==> src/rtl/instruction_stream_sequencer_pkg.sv <==
// Shared opcodes, fixed instruction words and FSM states for the instruction stream sequencer.
// Pure declarations: no latency, no flow control.
package sequencer_pkg;

  localparam logic [1:0] OPC_GENERIC        = 2'b00;
  localparam logic [1:0] OPC_LOAD_IMMEDIATE = 2'b01;
  localparam logic [1:0] OPC_OPERATE        = 2'b10;
  localparam logic [1:0] OPC_BURST          = 2'b11;

  localparam logic [1:0] OPS_NOP   = 2'b00;
  localparam logic [1:0] OPS_RESET = 2'b11;

  localparam logic [15:0] NOP_INSTR   = {12'h000, OPS_NOP, OPC_GENERIC};
  localparam logic [15:0] RESET_INSTR = {12'h000, OPS_RESET, OPC_GENERIC};

  typedef enum logic [2:0] {
    INIT,
    ISSUE,
    OP_WAIT,
    BW_PAYLOAD,
    BR_DRAIN
  } sequencer_state_t;

  function automatic logic is_operate(input logic [15:0] instr);
    return instr[1:0] == OPC_OPERATE;
  endfunction

  function automatic logic is_burst_write(input logic [15:0] instr);
    return (instr[1:0] == OPC_BURST) && instr[2];
  endfunction

  function automatic logic is_burst_read(input logic [15:0] instr);
    return (instr[1:0] == OPC_BURST) && !instr[2];
  endfunction

endpackage

==> src/rtl/instruction_stream_sequencer_if.sv <==
// Host-side valid/ready push bus plus the cpu-facing instruction and status outputs.
// master = host/loader side, slave = sequencer side.
interface instruction_stream_sequencer_if #(
  parameter int FIFO_DEPTH = 8
);
  localparam int CW = $clog2(FIFO_DEPTH) + 1;

  logic [15:0]   host_instruction_in;
  logic          host_valid_in;
  logic          host_ready_out;
  logic [15:0]   current_instruction_out;
  logic [CW-1:0] fifo_count_out;
  logic          busy_out;
  logic          burst_read_window_out;

  modport master (
    output host_instruction_in, host_valid_in,
    input  host_ready_out, current_instruction_out, fifo_count_out,
    input  busy_out, burst_read_window_out
  );

  modport slave (
    input  host_instruction_in, host_valid_in,
    output host_ready_out, current_instruction_out, fifo_count_out,
    output busy_out, burst_read_window_out
  );

endinterface

==> src/rtl/instruction_stream_sequencer_fifo.sv <==
// Generic synchronous FIFO, head visible combinationally (show-ahead), count registered.
// Push is ignored when full and pop when empty; callers gate with o_full/o_empty.
module sync_fifo #(
  parameter int WIDTH = 16,
  parameter int DEPTH = 8,
  localparam int AW = $clog2(DEPTH),
  localparam int CW = AW + 1
) (
  input  logic             i_clk,
  input  logic             i_rst,
  input  logic             i_push,
  input  logic [WIDTH-1:0] i_push_dat,
  input  logic             i_pop,
  output logic [WIDTH-1:0] o_head,
  output logic [CW-1:0]    o_count,
  output logic             o_empty,
  output logic             o_full
);

  logic [WIDTH-1:0] r_mem [DEPTH];
  logic [AW-1:0]    r_wr_ptr;
  logic [AW-1:0]    r_rd_ptr;
  logic [CW-1:0]    r_count;
  logic             w_do_push;
  logic             w_do_pop;

  assign o_empty   = (r_count == '0);
  assign o_full    = (r_count == CW'(DEPTH));
  assign o_count   = r_count;
  assign o_head    = r_mem[r_rd_ptr];
  assign w_do_push = i_push && !o_full;
  assign w_do_pop  = i_pop && !o_empty;

  // Storage carries no reset; validity is tracked by the pointers and count.
  always_ff @(posedge i_clk) begin
    if (w_do_push) r_mem[r_wr_ptr] <= i_push_dat;
  end

  always_ff @(posedge i_clk or posedge i_rst) begin
    if (i_rst) begin
      r_wr_ptr <= '0;
      r_rd_ptr <= '0;
      r_count  <= '0;
    end else begin
      if (w_do_push) r_wr_ptr <= r_wr_ptr + AW'(1);
      if (w_do_pop)  r_rd_ptr <= r_rd_ptr + AW'(1);
      case ({w_do_push, w_do_pop})
        2'b10:   r_count <= r_count + CW'(1);
        2'b01:   r_count <= r_count - CW'(1);
        default: r_count <= r_count;
      endcase
    end
  end

endmodule

==> src/rtl/instruction_stream_sequencer.sv <==
// Issues buffered host instructions to the cpu one per cycle (1-cycle FIFO-head-to-output latency),
// inserting NOPs for operate/burst-read waits; host is backpressured via host_ready_out when full or in INIT.
module instruction_stream_sequencer
  import sequencer_pkg::*;
#(
  parameter int FIFO_DEPTH          = 8,
  parameter int OPERATE_WAIT_CYCLES = 7,
  parameter int BURST_WRITE_WORDS   = 5,
  parameter int BURST_READ_CYCLES   = 9
) (
  input logic clock_in,
  input logic reset_in,
  instruction_stream_sequencer_if.slave bus
);

  localparam int CW = $clog2(FIFO_DEPTH) + 1;

  sequencer_state_t r_state;
  logic [15:0]      r_instr;
  logic [7:0]       r_cnt;
  logic             r_busy;
  logic             r_br_window;

  logic [15:0]   w_head;
  logic [CW-1:0] w_count;
  logic          w_empty;
  logic          w_full;
  logic          w_push;
  logic          w_pop;
  logic          w_bw_complete;

  assign bus.host_ready_out          = (r_state != INIT) && (w_count < CW'(FIFO_DEPTH));
  assign bus.current_instruction_out = r_instr;
  assign bus.fifo_count_out          = w_count;
  assign bus.busy_out                = r_busy;
  assign bus.burst_read_window_out   = r_br_window;

  assign w_push        = bus.host_valid_in && bus.host_ready_out;
  assign w_bw_complete = (w_count >= CW'(1 + BURST_WRITE_WORDS));

  // A burst-write header only leaves the FIFO once its whole payload is queued behind it.
  always_comb begin
    w_pop = 1'b0;
    case (r_state)
      ISSUE:      w_pop = !w_empty && (!is_burst_write(w_head) || w_bw_complete);
      BW_PAYLOAD: w_pop = !w_empty;
      default:    w_pop = 1'b0;
    endcase
  end

  sync_fifo #(
    .WIDTH (16),
    .DEPTH (FIFO_DEPTH)
  ) u_fifo (
    .i_clk      (clock_in),
    .i_rst      (reset_in),
    .i_push     (w_push),
    .i_push_dat (bus.host_instruction_in),
    .i_pop      (w_pop),
    .o_head     (w_head),
    .o_count    (w_count),
    .o_empty    (w_empty),
    .o_full     (w_full)
  );

  // Status flags describe the state that produced the word currently on the output.
  always_ff @(posedge clock_in or posedge reset_in) begin
    if (reset_in) begin
      r_state     <= INIT;
      r_instr     <= NOP_INSTR;
      r_cnt       <= '0;
      r_busy      <= 1'b1;
      r_br_window <= 1'b0;
    end else begin
      r_busy      <= (r_state != ISSUE);
      r_br_window <= (r_state == BR_DRAIN);
      case (r_state)
        INIT: begin
          r_instr <= RESET_INSTR;
          r_state <= ISSUE;
        end
        ISSUE: begin
          r_instr <= w_pop ? w_head : NOP_INSTR;
          if (w_pop) begin
            if (is_operate(w_head)) begin
              r_state <= OP_WAIT;
              r_cnt   <= 8'(OPERATE_WAIT_CYCLES);
            end else if (is_burst_write(w_head)) begin
              r_state <= BW_PAYLOAD;
              r_cnt   <= 8'(BURST_WRITE_WORDS);
            end else if (is_burst_read(w_head)) begin
              r_state <= BR_DRAIN;
              r_cnt   <= 8'(BURST_READ_CYCLES);
            end
          end
        end
        OP_WAIT, BR_DRAIN: begin
          r_instr <= NOP_INSTR;
          r_cnt   <= r_cnt - 8'd1;
          if (r_cnt == 8'd1) r_state <= ISSUE;
        end
        BW_PAYLOAD: begin
          r_instr <= w_pop ? w_head : NOP_INSTR;
          r_cnt   <= r_cnt - 8'd1;
          if (r_cnt == 8'd1) r_state <= ISSUE;
        end
        default: r_state <= INIT;
      endcase
    end
  end

  logic w_unused;
  assign w_unused = w_full;

endmodule

==> src/flat_wrapper.sv <==
// flat-port wrapper written by rule: the top's interface ports become plain ports
module instruction_stream_sequencer_flat import sequencer_pkg::*;
#(
  parameter int FIFO_DEPTH          = 8,
  parameter int OPERATE_WAIT_CYCLES = 7,
  parameter int BURST_WRITE_WORDS   = 5,
  parameter int BURST_READ_CYCLES   = 9
)
  (clock_in, reset_in, bus_host_instruction_in, bus_host_valid_in, bus_host_ready_out, bus_current_instruction_out, bus_fifo_count_out, bus_busy_out, bus_burst_read_window_out);
  instruction_stream_sequencer_if #(.FIFO_DEPTH(FIFO_DEPTH)) bus_i ();
  input logic clock_in;
  input logic reset_in;
  input wire logic [$bits(bus_i.host_instruction_in)-1:0] bus_host_instruction_in;
  input wire logic [$bits(bus_i.host_valid_in)-1:0] bus_host_valid_in;
  output wire logic [$bits(bus_i.host_ready_out)-1:0] bus_host_ready_out;
  output wire logic [$bits(bus_i.current_instruction_out)-1:0] bus_current_instruction_out;
  output wire logic [$bits(bus_i.fifo_count_out)-1:0] bus_fifo_count_out;
  output wire logic [$bits(bus_i.busy_out)-1:0] bus_busy_out;
  output wire logic [$bits(bus_i.burst_read_window_out)-1:0] bus_burst_read_window_out;
  assign bus_i.host_instruction_in = bus_host_instruction_in;
  assign bus_i.host_valid_in = bus_host_valid_in;
  assign bus_host_ready_out = bus_i.host_ready_out;
  assign bus_current_instruction_out = bus_i.current_instruction_out;
  assign bus_fifo_count_out = bus_i.fifo_count_out;
  assign bus_busy_out = bus_i.busy_out;
  assign bus_burst_read_window_out = bus_i.burst_read_window_out;
  instruction_stream_sequencer #(.FIFO_DEPTH(FIFO_DEPTH), .OPERATE_WAIT_CYCLES(OPERATE_WAIT_CYCLES), .BURST_WRITE_WORDS(BURST_WRITE_WORDS), .BURST_READ_CYCLES(BURST_READ_CYCLES)) u_core (.clock_in(clock_in), .reset_in(reset_in), .bus(bus_i));
endmodule
==> config.mk <==
export PLATFORM = sky130hd
export DESIGN_NAME = instruction_stream_sequencer_flat
export DESIGN_NICKNAME = d
export VERILOG_FILES = /design/src/rtl/instruction_stream_sequencer_pkg.sv /design/src/rtl/instruction_stream_sequencer_if.sv /design/src/rtl/instruction_stream_sequencer_fifo.sv /design/src/rtl/instruction_stream_sequencer.sv /design/src/flat_wrapper.sv
export SDC_FILE = /design/constraint.sdc
export NUM_CORES = 1
export LEC_CHECK = 0
export BUFFER_PORTS_ARGS = -buffer_cell sky130_fd_sc_hd__buf_2
export CAP_MARGIN = 20
export CELL_PAD_IN_SITES_DETAIL_PLACEMENT = 1
export CELL_PAD_IN_SITES_GLOBAL_PLACEMENT = 1
export CORE_MARGIN = 2
export CORE_UTILIZATION = 45
export DETAILED_ROUTE_END_ITERATION = 10
export GPL_ROUTABILITY_DRIVEN = 0
export PLACE_DENSITY = 0.67
export SLEW_MARGIN = 20
export SYNTH_ARGS = -nofsm -noshare
export SYNTH_HDL_FRONTEND = slang
export SYNTH_SLANG_ARGS = --single-unit
==> constraint.sdc <==
create_clock -name clock_in -period 7.3 [get_ports clock_in]
set_clock_uncertainty 0.1 [all_clocks]
set_input_delay 0.365 -clock clock_in [delete_from_list [all_inputs] [get_ports clock_in]]
set_output_delay 0.365 -clock clock_in [all_outputs]
set_load 0.05 [all_outputs]
==> results by group, run 1 <==
Detailed routing
  – Vias per cell: roughly 5.6
  – Final WL: 13900 um
  – Wire per inst: approximately 22 um
  – Via count: 3576
  – Pre-antenna DRT Iters: 4
  – Post-route ant nets: 0
  – DRC viols: 0
  – Initial DRC Count: 214

Synth
  – Synth Register Bits: 167
  – Post-Syn Instances: just under 400
  – Share of Yosys cell area claimed by the top area cell type: 0.561
  – Avg Cell Area, Syn: 17.8 sq um
  – Sequential area share after synthesis: 0.703
  – Synth Cell Area: about 0.007 sq mm
  – Async SR Flop Fraction: 0.234
  – Area contributors post-synth: edfxtp_1 (56%), dfrtp_1 (14%), mux4_2 (11%), mux2i_1 (2.6%), nand2_1 (1.3%)
  – Net Count, Synth: 412
  – Ys flop type: edfxtp_1
  – Post-synth EDFFs: 128
  – Distinct cells, synth: 52
  – Syn. warnings: 0
  – Dominant cell type by area after synthesis: edfxtp_1

Worst setup path
  – Critical path endpoint category: flip-flop
  – Worst Setup Start Kind: flip-flop
  – Worst EP required: ~7.5 ns
  – Critical Path AT: around 3.5 ns
  – Crit-path cells: buf_4, mux4_2, mux2i_1, nor4_1, nand2b_1, inv_2, ha_1, xor2_1, ha_1, a21oi_1, xor2_1, nor2_1, xor2_1
  – Delay of the slowest critical-path stage: between 0.4 and 0.5 ns
  – Critical Path Fanout Max: 33
  – Critical path type: reg2reg
  – Critical path's slowest cell: buf_4
  – Most frequent CP cell: xor2_1

Die
  – IO Pins: 42
  – Die Y: around 130 um
  – Die width: 127 um
  – Core Box Area: 0.0150 sq mm
  – Initial Util: 0.456
  – Cell row count: between 40 and 50
  – Die Area: 0.0162 sq mm

Clock network
  – Clock Pin Slew Worst Setup and Hold Paths: 0.06 ns
  – Setup Fix Bufs, Post-CTS: 0
  – Clock Path Buffers: 2
  – Clk root buf: clkbuf_16
  – Post-CTS Hold Buffers: 1
  – H-tree levels: 4
  – CTS tree: built
  – Clk sink count: 167
  – Clock Latency Late Sink: 0.42 ns
  – PostCTS Resize Cnt: 0
  – CTS buffer count: 17

Timing
  – Tcrit/Tclk final: 0.447
  – RSZ-0062 raised after global routing: no
  – Fin. Hold Viols: 0
  – Final min period: 3.26 ns
  – Final Setup Violations: 0
  – Fmax: 306 MHz
  – TNS Setup: 0 ns
  – Worst slew pin tran: 0.925 ns
  – Max Slew Vio Count: 0
  – Slew headroom: 0.383

GRT
  – Largest net degree at the start of global routing: 40
  – Gr usage total: 0.186
  – Global route overflow: 0
  – Antenna violations before repair: 0
  – Number of global-route vias before repair: 3798
  – First-pass GRT wire length: 21900 um

Layout
  – Area grow syn2layout: 14.7%
  – Final Instance Area: 0.00787 sq mm
  – Layout cells sized above 1: 0.309
  – Final #Nets: 467
  – # diodes: 0

Power and ir drop
  – Leakage: 2.84 nW
  – Maximum vdd ir drop: 0.193 mV
  – Pwr Density: around 450 mW/mm^2

Job
  – Max_cap viols: 0

Outcome
  – Status: finished clean

Place
  – Post-DP HPWL: 8630 um
  – I/O Buffers: 41
  – Cell Area, Placed: 0.00730 sq mm

Worst hold path
  – Min-delay worst type: in2reg
critical path, delay by kind of cell, from the launching register on:
family	cells	cell delay (ns)
simple gates	3	0.67
buf+inv	2	0.50
xor+xnor	3	0.50
fa+ha+maj	2	0.45
mux	2	0.43
flops	1	0.33
compound gates	1	0.15
metal layers:
layer / track usage / part of all wire / vias up
met5: 0 / 0 / -
met2: 0.301 / 0.50 / 58
li1: - / - / 1613
met3: 0.0385 / 0.032 / 14
met4: 0.0737 / 0.017 / 0
met1: 0.249 / 0.45 / 1891
final timing paths:
path                                                                        start                                                 to  slack, ns  cells past startpoint
max in group asynchronous                                                reset_in              u_core.u_fifo.r_rd_ptr[0]$_DFFE_PP0P_       6.17                      4
worst min register to register  u_core.bus.current_instruction_out[1]$_DFFE_PP0P_  u_core.bus.current_instruction_out[1]$_DFFE_PP0P_       0.38                      2
worst min-delay path                                  bus_host_instruction_in[13]               u_core.u_fifo.r_mem[2][13]$_DFFE_PP_       0.11                      1
min in group asynchronous                                                reset_in  u_core.bus.current_instruction_out[1]$_DFFE_PP0P_       0.51                      4
worst max register to register              u_core.u_fifo.r_rd_ptr[1]$_DFFE_PP0P_               u_core.u_fifo.o_count[2]$_DFFE_PP0P_       4.04                     13
worst max-delay path                        u_core.u_fifo.r_rd_ptr[1]$_DFFE_PP0P_               u_core.u_fifo.o_count[2]$_DFFE_PP0P_       4.04                     13
Yosys cell counts (all sizes together) (2+ instances only):
cell	number
xor2	5
clkbuf	8
a221o	2
nand2b	4
dfrtp	38
nand2	24
xnor2	5
nor3	8
a21oi	6
mux2	7
inv	10
ha	7
mux2i	20
mux4	32
nor4	2
edfxtp	128
a211oi	7
nor2	17
buf	12
nand3	3
nor3b	3
o21ai	17
nor2b	2
through the flow:
stage                     total power, mW  hold WS (ns)  setup WS, ns  instances   util
after floorplan                      2.44         0.352          3.88        386      -
after CTS                            3.62        0.0952          4.00        641  0.523
after detailed placement             2.76         0.375          4.02        609  0.485
final                                3.58         0.112          4.04        641  0.523
after global placement               2.70         0.359          4.20        609  0.485
after global routing                 3.77         0.111          3.76        641  0.523
state kept, by name, summed over array words and instances, names as in the netlist:
| signal | cells |
|---|---|
| u_core.u_fifo.r_mem | 128 |
| u_core.bus.current_instruction_out | 16 |
| u_core.bus.busy_out | 1 |
| u_core.u_fifo.r_rd_ptr | 3 |
| u_core.bus.burst_read_window_out | 1 |
| u_core.r_cnt | 8 |
| u_core.u_fifo.o_count | 4 |
| u_core.r_state | 3 |
| u_core.u_fifo.r_wr_ptr | 3 |
layout by cell type (no fill, tap or decap), types with 4 or more instances in the layout:
cell type	synthesis	layout
ha_1	7	7
a21oi_1	5	5
dfrtp_1	38	37
xnor2_1	4	4
nor3_1	8	6
nand2b_1	4	4
nand2_1	24	24
o21ai_1	8	8
buf_2	4	41
nor2_1	17	17
buf_4	0	14
o21ai_2	7	7
mux4_2	32	32
clkbuf_16	0	17
edfxtp_1	128	128
inv_1	9	8
xor2_1	5	5
mux2i_1	18	18
mux2_2	5	5
a211oi_1	7	7
logic make-up (layout without fill, tap and decap cells):
| logic type | after synthesis | in the layout | share of synthesized area |
|---|---|---|---|
| AND/OR/NAND/NOR | 69 | 69 | 0.0474 |
| XOR/XNOR | 10 | 10 | 0.0139 |
| multiplexers | 59 | 59 | 0.150 |
| buffers and inverters | 30 | 97 | 0.0226 |
| flip-flops | 167 | 167 | 0.703 |
| adder cells (fa/ha/maj) | 7 | 7 | 0.0128 |
| AO/OA/AOI/OAI | 44 | 44 | 0.0502 |
area by class of cell:
type                       instances  area [sq um]
multi-input combinational        189          1890
timing repair buffer              56           320
sequential                       167          4820
inverter                          10          37.5
clock buffer                      19           433
clock inverter                    12           129
fill                            1390          7170
tap                              188           235
power breakdown:
part	leakage (nW)	switching (mW)	internal, mW
clock	0.271	0.357	0.500
sequential	1.64	0.116	1.20
combinational	0.927	0.847	0.558
No activity file was read; power rests on OpenSTA's default activity.
==> run 2, diff against run 1 <==
Settings changed: ABC_AREA set to 1, CORE_UTILIZATION 45 to 44, PLACE_DENSITY 0.67 to 0.72.
Clock period 7.3 ns to 2.9 ns, I/O delays scaled along.
==> results by group, run 2 <==
Synth
  – Ys flop type: edfxtp_1
  – Share of Yosys cell area claimed by the top area cell type: 0.550
  – Syn. warnings: 0
  – Count leader, synth: nand2_1
  – Distinct cells, synth: 36
  – Sequential area share after synthesis: 0.690
  – Net Count, Synth: 629
  – Most common library cells after synthesis: nand2_1 (154), edfxtp_1 (128), nand3_1 (56)
  – Post-Syn Instances: 603
  – Post-synth EDFFs: approximately 130
  – Area contributors post-synth: edfxtp_1 (55%), dfrtp_1 (14%), nand2_1 (8.3%), nand3_1 (4.0%), a21oi_1 (3.0%)
  – Avg Cell Area, Syn: 11.6 sq um
  – Synth Cell Area: 0.00699 sq mm
  – Dominant cell type by area after synthesis: edfxtp_1
  – Async SR Flop Fraction: 0.234
  – Synth Register Bits: 167

Timing
  – Final min period: 2.73 ns
  – Fmax: approximately 370 MHz
  – RSZ-0062 raised after global routing: no
  – Max Slew Vio Count: 0
  – Tcrit/Tclk final: 0.942
  – Slew headroom: 0.636
  – Final Setup Violations: 0
  – Worst slew pin tran: about 0.55 ns
  – Fin. Hold Viols: 0

Detailed routing
  – Via count: 4812
  – Met1 wire length: 7810 um
  – WL met2: 9160 um
  – Pre-antenna DRT Iters: 4
  – Final WL: roughly 18000 um
  – Max layer used: met4
  – Vias per cell: 5.32
  – Post-route ant nets: 0
  – Met3 wire length: 543 um
  – Initial DRC Count: 161
  – DRC viols: 0
  – Wire per inst: 19.8 um

Worst setup path
  – Worst r2r src: u_core.u_fifo.r_rd_ptr[0]$_DFFE_PP0P_
  – Critical path's slowest cell: dfrtp_2
  – Worst setup path startpoint: u_core.u_fifo.r_rd_ptr[0]$_DFFE_PP0P_
  – CP delay by family, top: simple AND/OR/NAND/NOR gates
  – Delay of the slowest critical-path stage: 0.43 ns
  – Crit-path cells: buf_4, nor2_1, nor2_1, o21ai_1, nand2_1, nand2_1, nand2_2, nand3_4, nand2_4, inv_4, ha_4, xor2_2, nand3_1, o21ai_0, o21bai_1, a21oi_1, xor2_1
  – Critical path endpoint category: flip-flop
  – CP bufs+invs: 2
  – Critical Path Fanout Max: 18
  – Worst EP required: 3.14 ns
  – Critical Path AT: 2.97 ns
  – Worst reg2reg path depth: 17
  – Critical path type: reg2reg
  – R2R Path End: u_core.u_fifo.o_count[3]$_DFFE_PP0P_
  – Reg2reg setup slack: roughly 0.17 ns
  – Worst Setup Start Kind: flip-flop

Power and ir drop
  – Maximum vdd ir drop: 0.595 mV
  – Logic pwr share: 0.397
  – Pwr Density: 1140 mW/mm^2
  – Clock power share: 0.264
  – Sw frac: 0.404
  – Sequential Power Share: 0.338
  – Pwr Total: ~9.5 mW
  – Power Internal: between 5 and 6 mW
  – P_sw: approximately 3.8 mW
  – Leakage: 3.30 nW

Layout
  – Final #Nets: 701
  – Final core utilization: 0.531
  – Commonest non-fill, non-tap cell in the layout: nand2_1
  – Most frequent cells in the layout: nand2_1 (154), edfxtp_1 (128), nand3_1 (56), nor2_1 (49)
  – Non-Filler Instances: 904
  – Biggest register: u_core.u_fifo.r_mem
  – Area grow syn2layout: 19.3%
  – Largest register FFs: 128
  – # diodes: 0
  – Layout cells sized above 1: 0.176
  – Total of fill cells in the finished design: 1676

GRT
  – Global route overflow: 0
  – Largest net degree at the start of global routing: 49
  – Antenna violations before repair: 0
  – Number of global-route vias before repair: ~5000
  – Gr usage total: 0.227
  – First-pass GRT wire length: approximately 28000 um

Worst hold path
  – Min-delay worst type: in2async

Clock network
  – Setup Fix Bufs, Post-CTS: 0
  – CTS tree: built
  – Clk root buf: clkbuf_16
  – Clock Path Buffers: 2
  – Clk sink count: 167
  – Clock Pin Slew Worst Setup and Hold Paths: ~0.060 ns
  – Clock Latency Late Sink: about 0.43 ns
  – H-tree levels: 4
  – CTS buffer count: 17

Job
  – Max_cap viols: 0

Die
  – Die width: roughly 130 um
  – Initial Util: 0.445
  – Die Y: about 130 um
  – Die Area: around 0.017 sq mm
  – Core Box Area: 0.0157 sq mm
  – IO Pins: 42
  – Cell row count: 46

Place
  – Post-DP HPWL: between 10000 and 15000 um
  – Placed Cells: ~850
  – I/O Buffers: 41

Outcome
  – Status: finished clean
run 2: cell families after synthesis:
kind of cell,share of synthesized area
buf+inv,0.0363
fa+ha+maj,0.0125
xor+xnor,0.0125
flops,0.690
simple gates,0.173
mux,0.00161
compound gates,0.0745
run 2: metrics by stage:
| stage | setup WS [ns] | area (sq um) | TNS [ns] | hold slack (ns) |
|---|---|---|---|---|
| 6_report | 0.169 | 8340 | 0 | 0.302 |
| 5_1_grt | 0.0265 | 8340 | 0 | 0.377 |
| 4_1_cts | 0.0154 | 8310 | 0 | 0.310 |
| 3_5_place_dp | 0.0669 | 7470 | 0 | 0.223 |
| 3_3_place_gp | 0.314 | 7470 | 0 | 0.207 |
| 2_1_floorplan | -0.0518 | 6990 | -3.32 | 0.144 |
run 2: how the worst max path moves through the flow:
stage	end	slack, ns	cells after the start
6_report	u_core.u_fifo.o_count[3]$_DFFE_PP0P_	0.17	17
3_5_place_dp	u_core.u_fifo.o_count[3]$_DFFE_PP0P_	0.07	17
2_1_floorplan	u_core.u_fifo.r_mem[4][0]$_DFFE_PP_	-0.05	4
3_3_place_gp	u_core.u_fifo.o_count[3]$_DFFE_PP0P_	0.31	17
4_1_cts	u_core.u_fifo.o_count[3]$_DFFE_PP0P_	0.02	17
5_1_grt	u_core.u_fifo.o_count[3]$_DFFE_PP0P_	0.03	17
run 2: per-layer routing:
metal / vias up / global-route usage
met2: 94 / 0.398
met1: 2446 / 0.282
li1: 2243 / -
met3: 29 / 0.0402
met5: - / 0
met4: 0 / 0.0854
run 2: area by class of cell:
type	count	area [sq um]	area share
sequential	167	4820	0.578
multi-input combinational	383	1950	0.233
timing repair buffer	80	543	0.0651
clock buffer	21	460	0.0552
tap	216	270	0.0324
clock inverter	11	196	0.0236
inverter	26	103	0.0123
run 2: what timing repair did:
item	4_1_cts	5_1_grt
gates resized for setup	1	4
hold buffers	18	0
hold endpoints to repair	167	0
pin swaps	0	0
setup endpoints to repair	1	3
run 2: worst register-to-register path, delay by kind of cell, from the launching register on:
kind            cells  cell delay, ns
buf+inv             2            0.32
simple gates        8            0.76
compound gates      4            0.48
flops               1            0.43
xor+xnor            2            0.36
fa+ha+maj           1            0.19
run 2: power by group through the flow:
stage	registers, mW	logic (mW)	clock network (mW)
floorplan	3.56	2.38	0
global placement	3.24	3.57	0
detailed placement	3.26	3.70	0
CTS	3.21	3.77	2.55
global route	3.26	4.20	2.63
finish	3.22	3.78	2.52
